**src/rtl/ro_heater_seq_pkg.sv**
```systemverilog
// ro_heater_seq shared types and constants.
// State encoding, counter widths, default start word.
package ro_heater_seq_pkg;

  localparam int CNT_W = 32;
  localparam int PER_W = 16;
  localparam int ERR_W = 16;

  localparam int unsigned START_WORD_DEF = 1997;

  typedef logic [1:0] state_t;

  localparam state_t ST_IDLE = 2'd0;
  localparam state_t ST_ON   = 2'd1;
  localparam state_t ST_OFF  = 2'd2;
  localparam state_t ST_DONE = 2'd3;

endpackage

```
**src/rtl/ro_echo_monitor.sv**
```systemverilog
// Echo side of the heater sequencer.
// Accepts echo beats while active and tallies matches/mismatches.
module ro_echo_monitor
  import ro_heater_seq_pkg::*;
#(
  parameter int          C_DATA_WIDTH = 32,
  parameter int unsigned START_WORD   = START_WORD_DEF
) (
  input  logic                    clk,
  input  logic                    rst_n,
  input  logic                    clr,
  input  logic                    active,
  input  logic                    s_tvalid,
  input  logic [C_DATA_WIDTH-1:0] s_tdata,
  output logic                    s_tready,
  output logic [CNT_W-1:0]        echo_count,
  output logic [ERR_W-1:0]        echo_err_count
);

  logic beat;
  logic hit;

  assign beat = s_tvalid & s_tready;
  assign hit  = s_tdata == C_DATA_WIDTH'(START_WORD);

  // ready follows sequencer activity; counters saturate and hold
  always_ff @(posedge clk or negedge rst_n) begin
    if (!rst_n) begin
      s_tready       <= 1'b0;
      echo_count     <= '0;
      echo_err_count <= '0;
    end else begin
      s_tready <= active;
      if (clr) begin
        echo_count     <= '0;
        echo_err_count <= '0;
      end else if (beat) begin
        if (hit) begin
          if (~&echo_count)
            echo_count <= echo_count + CNT_W'(1);
        end else begin
          if (~&echo_err_count)
            echo_err_count <= echo_err_count + ERR_W'(1);
        end
      end
    end
  end

endmodule

```
**src/rtl/ro_heater_seq.sv**
```systemverilog
// RO heater stream sequencer.
// Plays an on/off heat profile toward the heater bank.
module ro_heater_seq
  import ro_heater_seq_pkg::*;
#(
  parameter int          MAX_RO_HEATERS = 5,
  parameter int          C_DATA_WIDTH   = 32,
  parameter int unsigned START_WORD     = START_WORD_DEF
) (
  input  logic                    clk,
  input  logic                    rst_n,
  input  logic                    start,
  input  logic                    abort,
  input  logic [31:0]             cfg_heater_num,
  input  logic [31:0]             cfg_on_cycles,
  input  logic [31:0]             cfg_off_cycles,
  input  logic [15:0]             cfg_repeat,
  output logic [31:0]             ro_heater_on_num,
  output logic                    m_tvalid,
  output logic [C_DATA_WIDTH-1:0] m_tdata,
  input  logic                    m_tready,
  input  logic                    s_tvalid,
  input  logic [C_DATA_WIDTH-1:0] s_tdata,
  output logic                    s_tready,
  output logic                    busy,
  output logic                    done,
  output logic [31:0]             echo_count,
  output logic [15:0]             echo_err_count
);

  state_t state;
  state_t state_n;

  logic [CNT_W-1:0] on_q;
  logic [CNT_W-1:0] off_q;
  logic [CNT_W-1:0] on_cnt;
  logic [CNT_W-1:0] off_cnt;
  logic [PER_W-1:0] rep_q;
  logic [PER_W-1:0] period_cnt;
  logic             hs;
  logic             accept;
  logic             on_full;
  logic             on_end;
  logic             off_end;
  logic             last;
  logic [31:0]      heat_max;
  logic [31:0]      heat_clamp;

  assign accept     = (state == ST_IDLE) && start && !abort;
  assign on_full    = on_cnt == on_q - CNT_W'(1);
  assign on_end     = on_full && (hs || m_tready);
  assign off_end    = off_cnt == off_q - CNT_W'(1);
  assign last       = (period_cnt + PER_W'(1)) == rep_q;
  assign heat_max   = 32'(MAX_RO_HEATERS);
  assign heat_clamp = (cfg_heater_num > heat_max)
                    ? heat_max : cfg_heater_num;

  // next state; abort overrides everything
  always_comb begin
    state_n = state;
    unique case (state)
      ST_IDLE: begin
        if (start) begin
          if (cfg_on_cycles == '0 || cfg_repeat == '0)
            state_n = ST_DONE;
          else
            state_n = ST_ON;
        end
      end
      ST_ON: begin
        if (on_end) begin
          if (last)
            state_n = ST_DONE;
          else if (off_q != '0)
            state_n = ST_OFF;
          else
            state_n = ST_ON;
        end
      end
      ST_OFF: begin
        if (off_end)
          state_n = ST_ON;
      end
      ST_DONE: state_n = ST_IDLE;
      default: state_n = ST_IDLE;
    endcase
    if (abort)
      state_n = ST_IDLE;
  end

  // latched profile and window/period counters
  always_ff @(posedge clk or negedge rst_n) begin
    if (!rst_n) begin
      on_q       <= '0;
      off_q      <= '0;
      rep_q      <= '0;
      on_cnt     <= '0;
      off_cnt    <= '0;
      period_cnt <= '0;
      hs         <= 1'b0;
    end else if (accept) begin
      on_q       <= cfg_on_cycles;
      off_q      <= cfg_off_cycles;
      rep_q      <= cfg_repeat;
      on_cnt     <= '0;
      off_cnt    <= '0;
      period_cnt <= '0;
      hs         <= 1'b0;
    end else if (state == ST_ON) begin
      if (on_end) begin
        on_cnt     <= '0;
        hs         <= 1'b0;
        period_cnt <= period_cnt + PER_W'(1);
      end else begin
        if (!on_full)
          on_cnt <= on_cnt + CNT_W'(1);
        if (m_tready)
          hs <= 1'b1;
      end
    end else if (state == ST_OFF) begin
      off_cnt <= off_end ? '0 : off_cnt + CNT_W'(1);
    end
  end

  // state and registered outputs derived from next state
  always_ff @(posedge clk or negedge rst_n) begin
    if (!rst_n) begin
      state            <= ST_IDLE;
      m_tvalid         <= 1'b0;
      m_tdata          <= '0;
      busy             <= 1'b0;
      done             <= 1'b0;
      ro_heater_on_num <= '0;
    end else begin
      state    <= state_n;
      m_tvalid <= state_n == ST_ON;
      m_tdata  <= (state_n == ST_ON)
                ? C_DATA_WIDTH'(START_WORD) : '0;
      busy     <= state_n != ST_IDLE;
      done     <= state_n == ST_DONE;
      if (accept)
        ro_heater_on_num <= heat_clamp;
      else if (state_n == ST_IDLE)
        ro_heater_on_num <= '0;
    end
  end

  ro_echo_monitor #(
    .C_DATA_WIDTH (C_DATA_WIDTH),
    .START_WORD   (START_WORD)
  ) u_echo (
    .clk            (clk),
    .rst_n          (rst_n),
    .clr            (accept),
    .active         (state_n != ST_IDLE),
    .s_tvalid       (s_tvalid),
    .s_tdata        (s_tdata),
    .s_tready       (s_tready),
    .echo_count     (echo_count),
    .echo_err_count (echo_err_count)
  );

endmodule
```
**config.mk**
```make
export PLATFORM = sky130hd
export DESIGN_NAME = ro_heater_seq
export DESIGN_NICKNAME = d
export VERILOG_FILES = /design/src/rtl/ro_heater_seq_pkg.sv /design/src/rtl/ro_echo_monitor.sv /design/src/rtl/ro_heater_seq.sv
export SDC_FILE = /design/constraint.sdc
export NUM_CORES = 1
export LEC_CHECK = 0
export ABC_AREA = 1
export CAP_MARGIN = 20
export CORE_MARGIN = 2
export CORE_UTILIZATION = 46
export DETAILED_ROUTE_END_ITERATION = 8
export GPL_TIMING_DRIVEN = 0
export PLACE_DENSITY = 0.81
export SYNTH_ARGS = -nofsm -noshare
export SYNTH_HDL_FRONTEND = slang
export SYNTH_SLANG_ARGS = --single-unit
```
**constraint.sdc**
```tcl
create_clock -name clk -period 5.7 [get_ports clk]
set_input_delay 0.57 -clock clk [delete_from_list [all_inputs] [get_ports clk]]
set_output_delay 0.57 -clock clk [all_outputs]
set_load 0.01 [all_outputs]
```
After elaboration in Yosys (flattened, before gate mapping)
Cells that the tools add are included.
{"block": "classes", "n_shift": 0, "n_eq_ne": 14, "magnitude_cmp": 1, "mux": 35, "multipliers": 0, "n_addsub": 7, "bitwise_logic": 1, "n_reduce_logical": 27, "div": 0}
{"op": "$mux 32", "n": 15}
{"op": "$mux 16", "n": 7}
{"op": "$add 32x1->32 const B", "n": 3}
{"op": "$eq 32x32->1", "n": 2}
{"op": "$sub 32x1->32 const B", "n": 2}
{"op": "$add 16x1->16 const B", "n": 2}
{"op": "$eq 32x11->1 const B", "n": 1}
{"op": "$gt 32x3->1 const B", "n": 1}
{"op": "$logic_not 32->1", "n": 1}
{"op": "$reduce_and 32->1", "n": 1}
{"op": "$reduce_bool 32->1", "n": 1}
{"op": "$eq 16x16->1", "n": 1}
{"op": "$logic_not 16->1", "n": 1}
{"op": "$reduce_and 16->1", "n": 1}
{"op": "$mux 2", "n": 7}
{"op": "$reduce_bool 2->1", "n": 7}
{"op": "$mux 11", "n": 1}
{"op": "$ne 2x2->1 const B", "n": 4}
{"op": "$pmux 2 s4", "n": 1}
{"op": "$reduce_and 2->1", "n": 4}
{"op": "$eq 2x2->1 const B", "n": 3}
{"op": "$reduce_and 3->1", "n": 2}
{"op": "$eq 2x1->1 const B", "n": 2}
{"op": "$logic_not 2->1", "n": 2}
{"op": "other kinds (7)", "n": 13}
{"block": "totals", "rom_bits": 0, "regBits": 257, "inputBits": 150, "mem_count": 0, "word_cells": 100, "mem_bits_rw": 0, "output_inout_bits": 116, "latchBits": 0}

Depth between registers and ports, before layout
Gate-level depths: netlist of the first run.
{"block": "depth", "word_depth": 9, "depth_mapped": 23, "ltp_nobuf": 22}

Hierarchy
A second synthesis of the first run with hierarchy kept.
{"block": "unflattened", "cells_unflattened": 2441, "area_unflattened_um2": 16757.3}
{"module": "ro_heater_seq", "cells_each": 1800, "area_per_inst_um2": 12922.4, "seq_area_each_um2": 4954.8, "n_inst": 1}
{"module": "ro_echo_monitor", "cells_each": 641, "area_per_inst_um2": 3834.9, "seq_area_each_um2": 1226.2, "n_inst": 1}

Least setup slack after synthesis of the first run
Ideal clock, no wire load.
{"block": "synth_timing", "path_kind": "reg-to-reg", "startpoint": "register off_q[0]", "endpoint": "register ro_heater_on_num[21]", "period_less_slack_ns": 2.575, "t_arrival_ns": 2.460, "path_stages_with_launch": 20, "setup_ns": 0.116, "setup_slack_ns": 3.125, "path_buffers": 2, "t_required_ns": 5.584, "path_cell_list": "dfrtp_1 > inv_1 > ha_1 > nand3_2 > nor2_4 > nand2_1 > nor2_1 > nand2_1 > xor2_1 > nand3_1 > nor2_1 > nand3_1 > nand3_2 > nand3_2 > nand2_2 > nand2_4 > nand2_2 > buf_6 > buf_12 > nor2_4"}
{"block": "synth_between", "elab_chain_cells": 8}
{"item": "from (decl)", "line": "ro_heater_seq.sv:35", "source": "logic [CNT_W-1:0] off_q;"}
{"item": "from (signal assigned)", "line": "ro_heater_seq.sv:103", "source": "off_q <= cfg_off_cycles;"}
{"item": "branches (longest 4 deep; another with $sub 32x1->32)"}
{"item": "$pmux 2 s4 (*)", "line": "ro_heater_seq.sv:61", "source": "unique case (state)"}
{"item": "$mux 2 (*)", "line": "ro_heater_seq.sv:87", "source": "if (abort)"}
{"item": "$logic_not 2->1 (*)", "line": "ro_heater_seq.sv:143", "source": "else if (state_n == ST_IDLE)"}
{"item": "$reduce_bool 2->1 (no source line) (*)"}
{"item": "to (signal assigned)", "line": "ro_heater_seq.sv:142", "source": "ro_heater_on_num <= heat_clamp;"}
{"item": "to (decl)", "line": "ro_heater_seq.sv:18", "source": "output logic [31:0] ro_heater_on_num,"}
Every way passes the cells marked *.
A chain may end at the register's enable or synchronous reset.

Worst setup path after layout of the first run
{"block": "layout_timing", "startpoint": "register on_q[0]", "endpoint": "register ro_heater_on_num[30]"}
{"block": "layout_between", "elab_chain_cells": 8}
{"item": "from (decl)", "line": "ro_heater_seq.sv:34", "source": "logic [CNT_W-1:0] on_q;"}
{"item": "from (signal assigned)", "line": "ro_heater_seq.sv:102", "source": "on_q <= cfg_on_cycles;"}
{"item": "$sub 32x1->32", "line": "ro_heater_seq.sv:50", "source": "assign on_full = on_cnt == on_q - CNT_W'(1);"}
{"item": "$eq 32x32->1", "line": "ro_heater_seq.sv:50"}
{"item": "$logic_and 1x1->1", "line": "ro_heater_seq.sv:51", "source": "assign on_end = on_full && (hs || m_tready);"}
{"item": "$mux 2", "line": "ro_heater_seq.sv:71", "source": "if (on_end) begin"}
{"item": "$pmux 2 s4", "line": "ro_heater_seq.sv:61"}
{"item": "$mux 2", "line": "ro_heater_seq.sv:87"}
{"item": "$logic_not 2->1", "line": "ro_heater_seq.sv:143"}
{"item": "$reduce_bool 2->1 (no source line)"}
No other way between the ends.

==> impl_metrics.yaml, run 1 <==
floorplan:
  rows: 68
  io-pin-count: 266
  die_w_um: 190.0
  coreArea_mm2: 0.03429
  die-area_mm2: 0.03610
  die_y_um: 190.0
  initial_core_util_pct: 46.42
run:
  maxCapViolations: 0
clock_tree:
  cts_root_buf: "clkbuf_16"
  cts-resized-gates: 0
  clockBufferDepth: 3
  clk_pin_slew_ns: 0.06
  cts_tree: "yes"
  clk_latency_ns: 0.57
  numCtsBuffers: 29
  ctsHtreeMaxLevel: 1
  clock_sinks: 246
power:
  ir_drop_mv: 0.2434
  power.density_mw_per_mm2: 255.6
  leakage_uw: 0.008866
finish:
  final_common_cell: "nand2_1"
  final_area_mm2: 0.02002
  syn_to_final_growth_pct: 25.78
  layout.nets: 2695
  layout_common_cells: "nand2_1 (625), nor2_1 (282), dfrtp_1 (246)"
  drive_gt1_share_pct: 7.000
  fillers: 3128
  fin_cells: 3016
timing:
  tightest_slew_ns: 0.9373
  clock.fmax_mhz: 284.0
  period_share_pct: 61.77
  slew_headroom_pct: 37.52
  tns_ns: 0
  skew_ns: 0.02056
  period_needed_ns: 3.521
  maxSlewViolCount: 0
  setup_violations: 0
  final_hold_viol_count: 0
  rsz0062_at_grt: "no"
synth:
  ys_warn_count: 0
  ys_seq_area_share_pct: 38.68
  synth-seq-cells: 246
  syn_area_mm2: 0.01592
  synthFlopType: "dfrtp_1"
  async_reset_ff_share_pct: 100.0
  synth_cell_types: 57
  syn_avg_cell_area_um2: 7.105
  synth_cells: 2240
  synth_edf_count: 0
worst_setup_path:
  crit_chain: "inv_1 -> ha_1 -> nand2_1 -> nor2_1 -> nand2_1 -> nor2_2 -> nand3_1 -> nand2_1 -> inv_1 -> nor2_1 -> nand2_1 -> nor2_1 -> nand2_1 -> nor2_1 -> nand4_1 -> nand2_1 -> nand2_1 -> nand2_2 -> nand2_4 -> nand2_2 -> buf_6 -> buf_12 -> nor2_4"
  startpoint_type: "register"
  worstPathBufferInverterCount: 4
  cp_slowest_cell: "dfrtp_1"
  setup.worst_path.class: "reg2reg"
  rrSetupSlack_ns: 2.18
  endpoint_kind: "register"
  crit_fanout: 10
  path_delay_family: "simple AND/OR/NAND/NOR gates"
  worstPathArrival_ns: 3.96
  cpPeakStageDelay_ns: 0.37
  required_ns: 6.14
  path_common_cell: "nand2_1"
place:
  dpl_cell_area_mm2: 0.01904
  dp.cells: 2961
  port_buffers: 241
  hpwl_mm: 38.19
  gp_congestion: 0.9454
min_path:
  hp-class: "reg2reg"
route:
  drc: 0
  dr_total_vias: 16010
  routed_wl_mm: 49.09
  firstDrtPassIters: 6
  wl_per_cell_um: 16.27
  drt_iter0_drc: 1403
  routed_via_density: 5.307
  antenna_left: 0
global_route:
  antenna_found_initial: 4
  grt_pass1_vias: 15460
  grt_pass1_wl_mm: 79.68
  overflow: 0
  track_usage_pct: 27.29
  grt_start_max_net_pins: 106
run_status:
  status: "finished, final reports clean"
## cell usage after synthesis (3+ instances only)
cell / count / area [um^2]
xor2_1: 93 / 814.5
nor3_1: 50 / 250.2
a21oi_1: 52 / 260.3
o31ai_1: 12 / 90.09
nor2_4: 18 / 202.7
o21a_1: 4 / 30.03
inv_1: 237 / 889.6
nor2_2: 23 / 143.9
dfrtp_1: 246 / 6156
o21bai_1: 7 / 52.55
or2_2: 3 / 18.77
o21ai_1: 13 / 65.06
nor3b_1: 3 / 22.52
buf_4: 33 / 247.7
nand2_2: 21 / 131.4
buf_2: 9 / 45.04
ha_1: 7 / 87.58
a31oi_1: 5 / 31.28
nand3_2: 4 / 40.04
nor2_1: 282 / 1059
o21ai_0: 100 / 500.5
nor4_1: 35 / 219.0
nand3_1: 128 / 640.6
nand4_1: 63 / 394.1
nand2_1: 625 / 2346
clkbuf_1: 41 / 153.9
xnor2_1: 35 / 306.5
nand3b_1: 26 / 195.2
inv_2: 5 / 18.77
o22ai_1: 25 / 156.4
## registers in the layout, summed over array words and instances, names as in the netlist, 2 cells and up
signal,flops
u_echo.echo_err_count,16
period_cnt,16
state,2
u_echo.echo_count,32
ro_heater_on_num,32
on_q,32
rep_q,16
off_cnt,32
on_cnt,32
off_q,32
## layer usage
layer  GRT usage, %  up-vias  share of wire, %
met5              0        -                 0
met4          9.779        0               3.5
met3          3.376      109               6.0
met2          45.38      572                48
met1          36.70     7543                43
li1               -     7783                 -
## per-stage QoR
step | hold WS (ns) | total power [uW] | setup slack [ns] | utilization (%)
6_report | 0.4924 | 5116 | 2.179 | 58.38
5_1_grt | 0.5172 | 5374 | 1.869 | 58.38
4_1_cts | 0.4934 | 5131 | 2.233 | 58.35
3_5_place_dp | 0.4869 | 3252 | 2.042 | 55.54
3_3_place_gp | 0.4808 | 3220 | -6.418 | 55.36
2_1_floorplan | 0.2744 | 2809 | 3.125 | -
## kinds of logic (layout without fill, tap and decap cells)
family | after synthesis | after routing | synth area share, %
xor gates and xnor gates | 129 | 129 | 7.185
and+or+nand+nor | 1294 | 1294 | 36.53
DFF | 246 | 246 | 38.68
AOI/OAI and AO/OA | 231 | 231 | 8.160
buffers and inverters | 332 | 626 | 8.876
adders and majority gates | 7 | 7 | 0.5503
other | 1 | 28 | 0.02356
## tightest hold or removal path: cells and delay by family (launching register included)
family	cells	cell delay (ns)
flops	1	0.37
simple gates	1	0.04
buf+inv	1	0.05
## worst paths after layout
check | startpoint | to | cells after the start
max reg2reg | on_q[0] | ro_heater_on_num[30] | 23
max in group asynchronous | rst_n | u_echo.echo_err_count[10] | 4
max | on_q[0] | ro_heater_on_num[30] | 23
min reg2reg | ro_heater_on_num[17] | ro_heater_on_num[17] | 2
min | ro_heater_on_num[17] | ro_heater_on_num[17] | 2
min in group asynchronous | rst_n | ro_heater_on_num[28] | 2
## power by group
group	switching, uW	internal (uW)
Sequential	184	1880
Clock	752	1120
Combinational	707	472
## area by class of cell
class / count / area, um^2 / share of cell area [%]
clock buffers: 37 / 795.8 / 3.975
clock inverters: 13 / 158.9 / 0.7938
diodes: 4 / 10.01 / 0.05000
repair buffers: 244 / 2482 / 12.40
well taps: 455 / 569.3 / 2.844
flip-flops and latches: 246 / 6156 / 30.75
multi-input cells: 1685 / 8433 / 42.13
inverters: 244 / 915.9 / 4.575
plain buffers: 88 / 496.7 / 2.481
## repair_timing
action                                  CTS  global route
setup buffers                             0             0
hold buffers                              1             0
endpoints found under the hold margin    54             0
endpoints found under the setup margin    0             0
(Power assumes the default switching activity.)
==> inputs of run 2 (changes only) <==
==> constraint.sdc (replaced) <==
create_clock -name clk -period 3.5 [get_ports clk]
set_input_delay 0.35 -clock clk [delete_from_list [all_inputs] [get_ports clk]]
set_output_delay 0.35 -clock clk [all_outputs]
set_load 0.01 [all_outputs]
==> run 2 against run 1 <==
Net effect: non-clock buffer count unchanged; register-to-register slack got worse by 2.0 ns; core utilization rose by 0.11 points; flip-flop and latch count unchanged; die area unchanged; largest power group unchanged; highest routed layer unchanged.
==> impl_metrics.yaml, run 2 (synthesis gave the netlist of run 1 again) <==
clock_tree:
  post_cts_buffers: 0
  clock_sinks: 246
  clk_pin_slew_ns: 0.06
  numCtsBuffers: 29
  clockBufferDepth: 3
  cts_root_buf: "clkbuf_16"
  clk_latency_ns: 0.57
  ctsHtreeMaxLevel: 1
  cts_tree: "yes"
timing:
  tightest_slew_ns: 0.9333
  clock.fmax_mhz: 299.7
  period_share_pct: 95.34
  final_hold_viol_count: 0
  tns_ns: 0
  period_needed_ns: 3.337
  slew_headroom_pct: 37.78
  maxSlewViolCount: 0
  setup_violations: 0
  skew_ns: 0.02159
  holdWs_ns: 0.3149
power:
  ir_drop_mv: 0.3952
  power.density_mw_per_mm2: 415.6
  leakage_uw: 0.008867
global_route:
  grt_start_max_net_pins: 106
  antenna_found_initial: 4
  overflow: 0
  grt_pass1_vias: 15460
  track_usage_pct: 27.29
  grt_pass1_wl_mm: 79.68
route:
  dr_total_vias: 15990
  firstDrtPassIters: 5
  drc: 0
  wl_per_cell_um: 16.29
  drt_iter0_drc: 1366
  antenna_left: 0
  routed_wl_mm: 49.12
  routed_via_density: 5.301
finish:
  final_common_cell: "nand2_1"
  layout.nets: 2695
  final_area_mm2: 0.02006
  seqCellArea_mm2: 0.006156
  layout_common_cells: "nand2_1 (625), nor2_1 (280), dfrtp_1 (246)"
  fillers: 3121
  fin_cells: 3016
  syn_to_final_growth_pct: 26.01
  drive_gt1_share_pct: 7.274
  multiInputGateArea_mm2: 0.008471
  finish.utilization_pct: 58.49
floorplan:
  initial_core_util_pct: 46.42
  die-area_mm2: 0.03610
  die_w_um: 190.0
  coreArea_mm2: 0.03429
  io-pin-count: 266
  rows: 68
  die_y_um: 190.0
worst_setup_path:
  startpoint_type: "register"
  endpoint_kind: "register"
  crit_chain: "inv_2 -> ha_1 -> nand3_2 -> nor2_4 -> nand2_1 -> nor2_1 -> nand2_1 -> xor2_2 -> nand3_1 -> nor2_1 -> nand3_2 -> nand3_4 -> nand3_2 -> nand2_2 -> nand2_4 -> nand2_2 -> buf_6 -> buf_12 -> nor2_4"
  path_common_cell: "nand3_2"
  cpPeakStageDelay_ns: 0.37
  path_delay_family: "simple AND/OR/NAND/NOR gates"
  setup.worst_path.class: "reg2reg"
  reg2reg_depth: 19
  crit_fanout: 10
  worstPathArrival_ns: 3.78
  cp_slowest_cell: "dfrtp_1"
  cp.depth: 19
  worstPathBufferInverterCount: 3
  required_ns: 3.94
min_path:
  hp-class: "in2async"
place:
  dpl_cell_area_mm2: 0.01904
  gp_congestion: 0.9454
  hpwl_mm: 38.19
  dp.cells: 2961
  port_buffers: 241
run_status:
  status: "finished, final reports clean"
run:
  maxCapViolations: 0
==> run 2: cell types whose count changed in the layout (fill, tap and decap cells not counted), moves of 2 or more <==
cell    change
nor2_1      -2
nor2_4      +2
inv_1       -2
inv_2       +2
==> run 2: layout make-up <==
type | count | area share, %
Clock buffer | 37 | 3.968
Timing Repair Buffer | 244 | 12.38
Clock inverter | 13 | 0.7923
Antenna cell | 4 | 0.04991
Tap cell | 455 | 2.839
Inverter | 244 | 4.567
Multi-Input combinational cell | 1685 | 42.24
Buffer | 88 | 2.477
Sequential cell | 246 | 30.69
==> run 2: worst paths after layout <==
kind | from | to | slack (ns)
max in group asynchronous | rst_n | off_cnt[31] | 1.91
min reg2reg | ro_heater_on_num[17] | ro_heater_on_num[17] | 0.49
min | rst_n | ro_heater_on_num[28] | 0.31
max reg2reg | off_q[0] | ro_heater_on_num[30] | 0.16
min in group clk | cfg_off_cycles[19] | off_q[19] | 0.32
max | off_q[0] | ro_heater_on_num[30] | 0.16
==> run 2: routing by layer <==
metal	routed length (um)	global-route usage, %	vias to the layer above
met2	23320	45.38	581
met5	0	0	-
met1	21190	36.70	7505
met3	2858	3.376	110
li1	-	-	7793
met4	1754	9.779	0
==> run 2: where the power goes <==
group	switching [uW]	internal, uW	total (uW)
sequential	299	3070	3370
combinational	1150	772	1930
clock	1220	1820	3040
total	2670	5660	8330
==> run 2: through the flow <==
stage               setup slack (ns)  power [uW]
floorplan                     0.9248        4575
global route                -0.02689        8760
finish                        0.1632        8335
CTS                          0.03311        8356
global placement              -8.398        5244
detailed placement           0.06155        5295
==> run 2: worst reg2reg max path: stages, from the launching register on <==
cell	delay (ns)
dfrtp_1	0.37
inv_2	0.11
ha_1	0.21
nand3_2	0.15
nor2_4	0.22
nand2_1	0.17
nor2_1	0.19
nand2_1	0.13
xor2_2	0.19
nand3_1	0.09
nor2_1	0.20
nand3_2	0.18
nand3_4	0.14
nand3_2	0.10
nand2_2	0.11
nand2_4	0.11
nand2_2	0.15
buf_6	0.17
buf_12	0.18
nor2_4	0.05
==> run 2: repair_timing <==
item | in CTS | in global routing
hold buffers | 1 | 0
endpoints found under the setup margin | 0 | 89
endpoints found under the hold margin | 54 | 0
gates resized for setup | 0 | 10
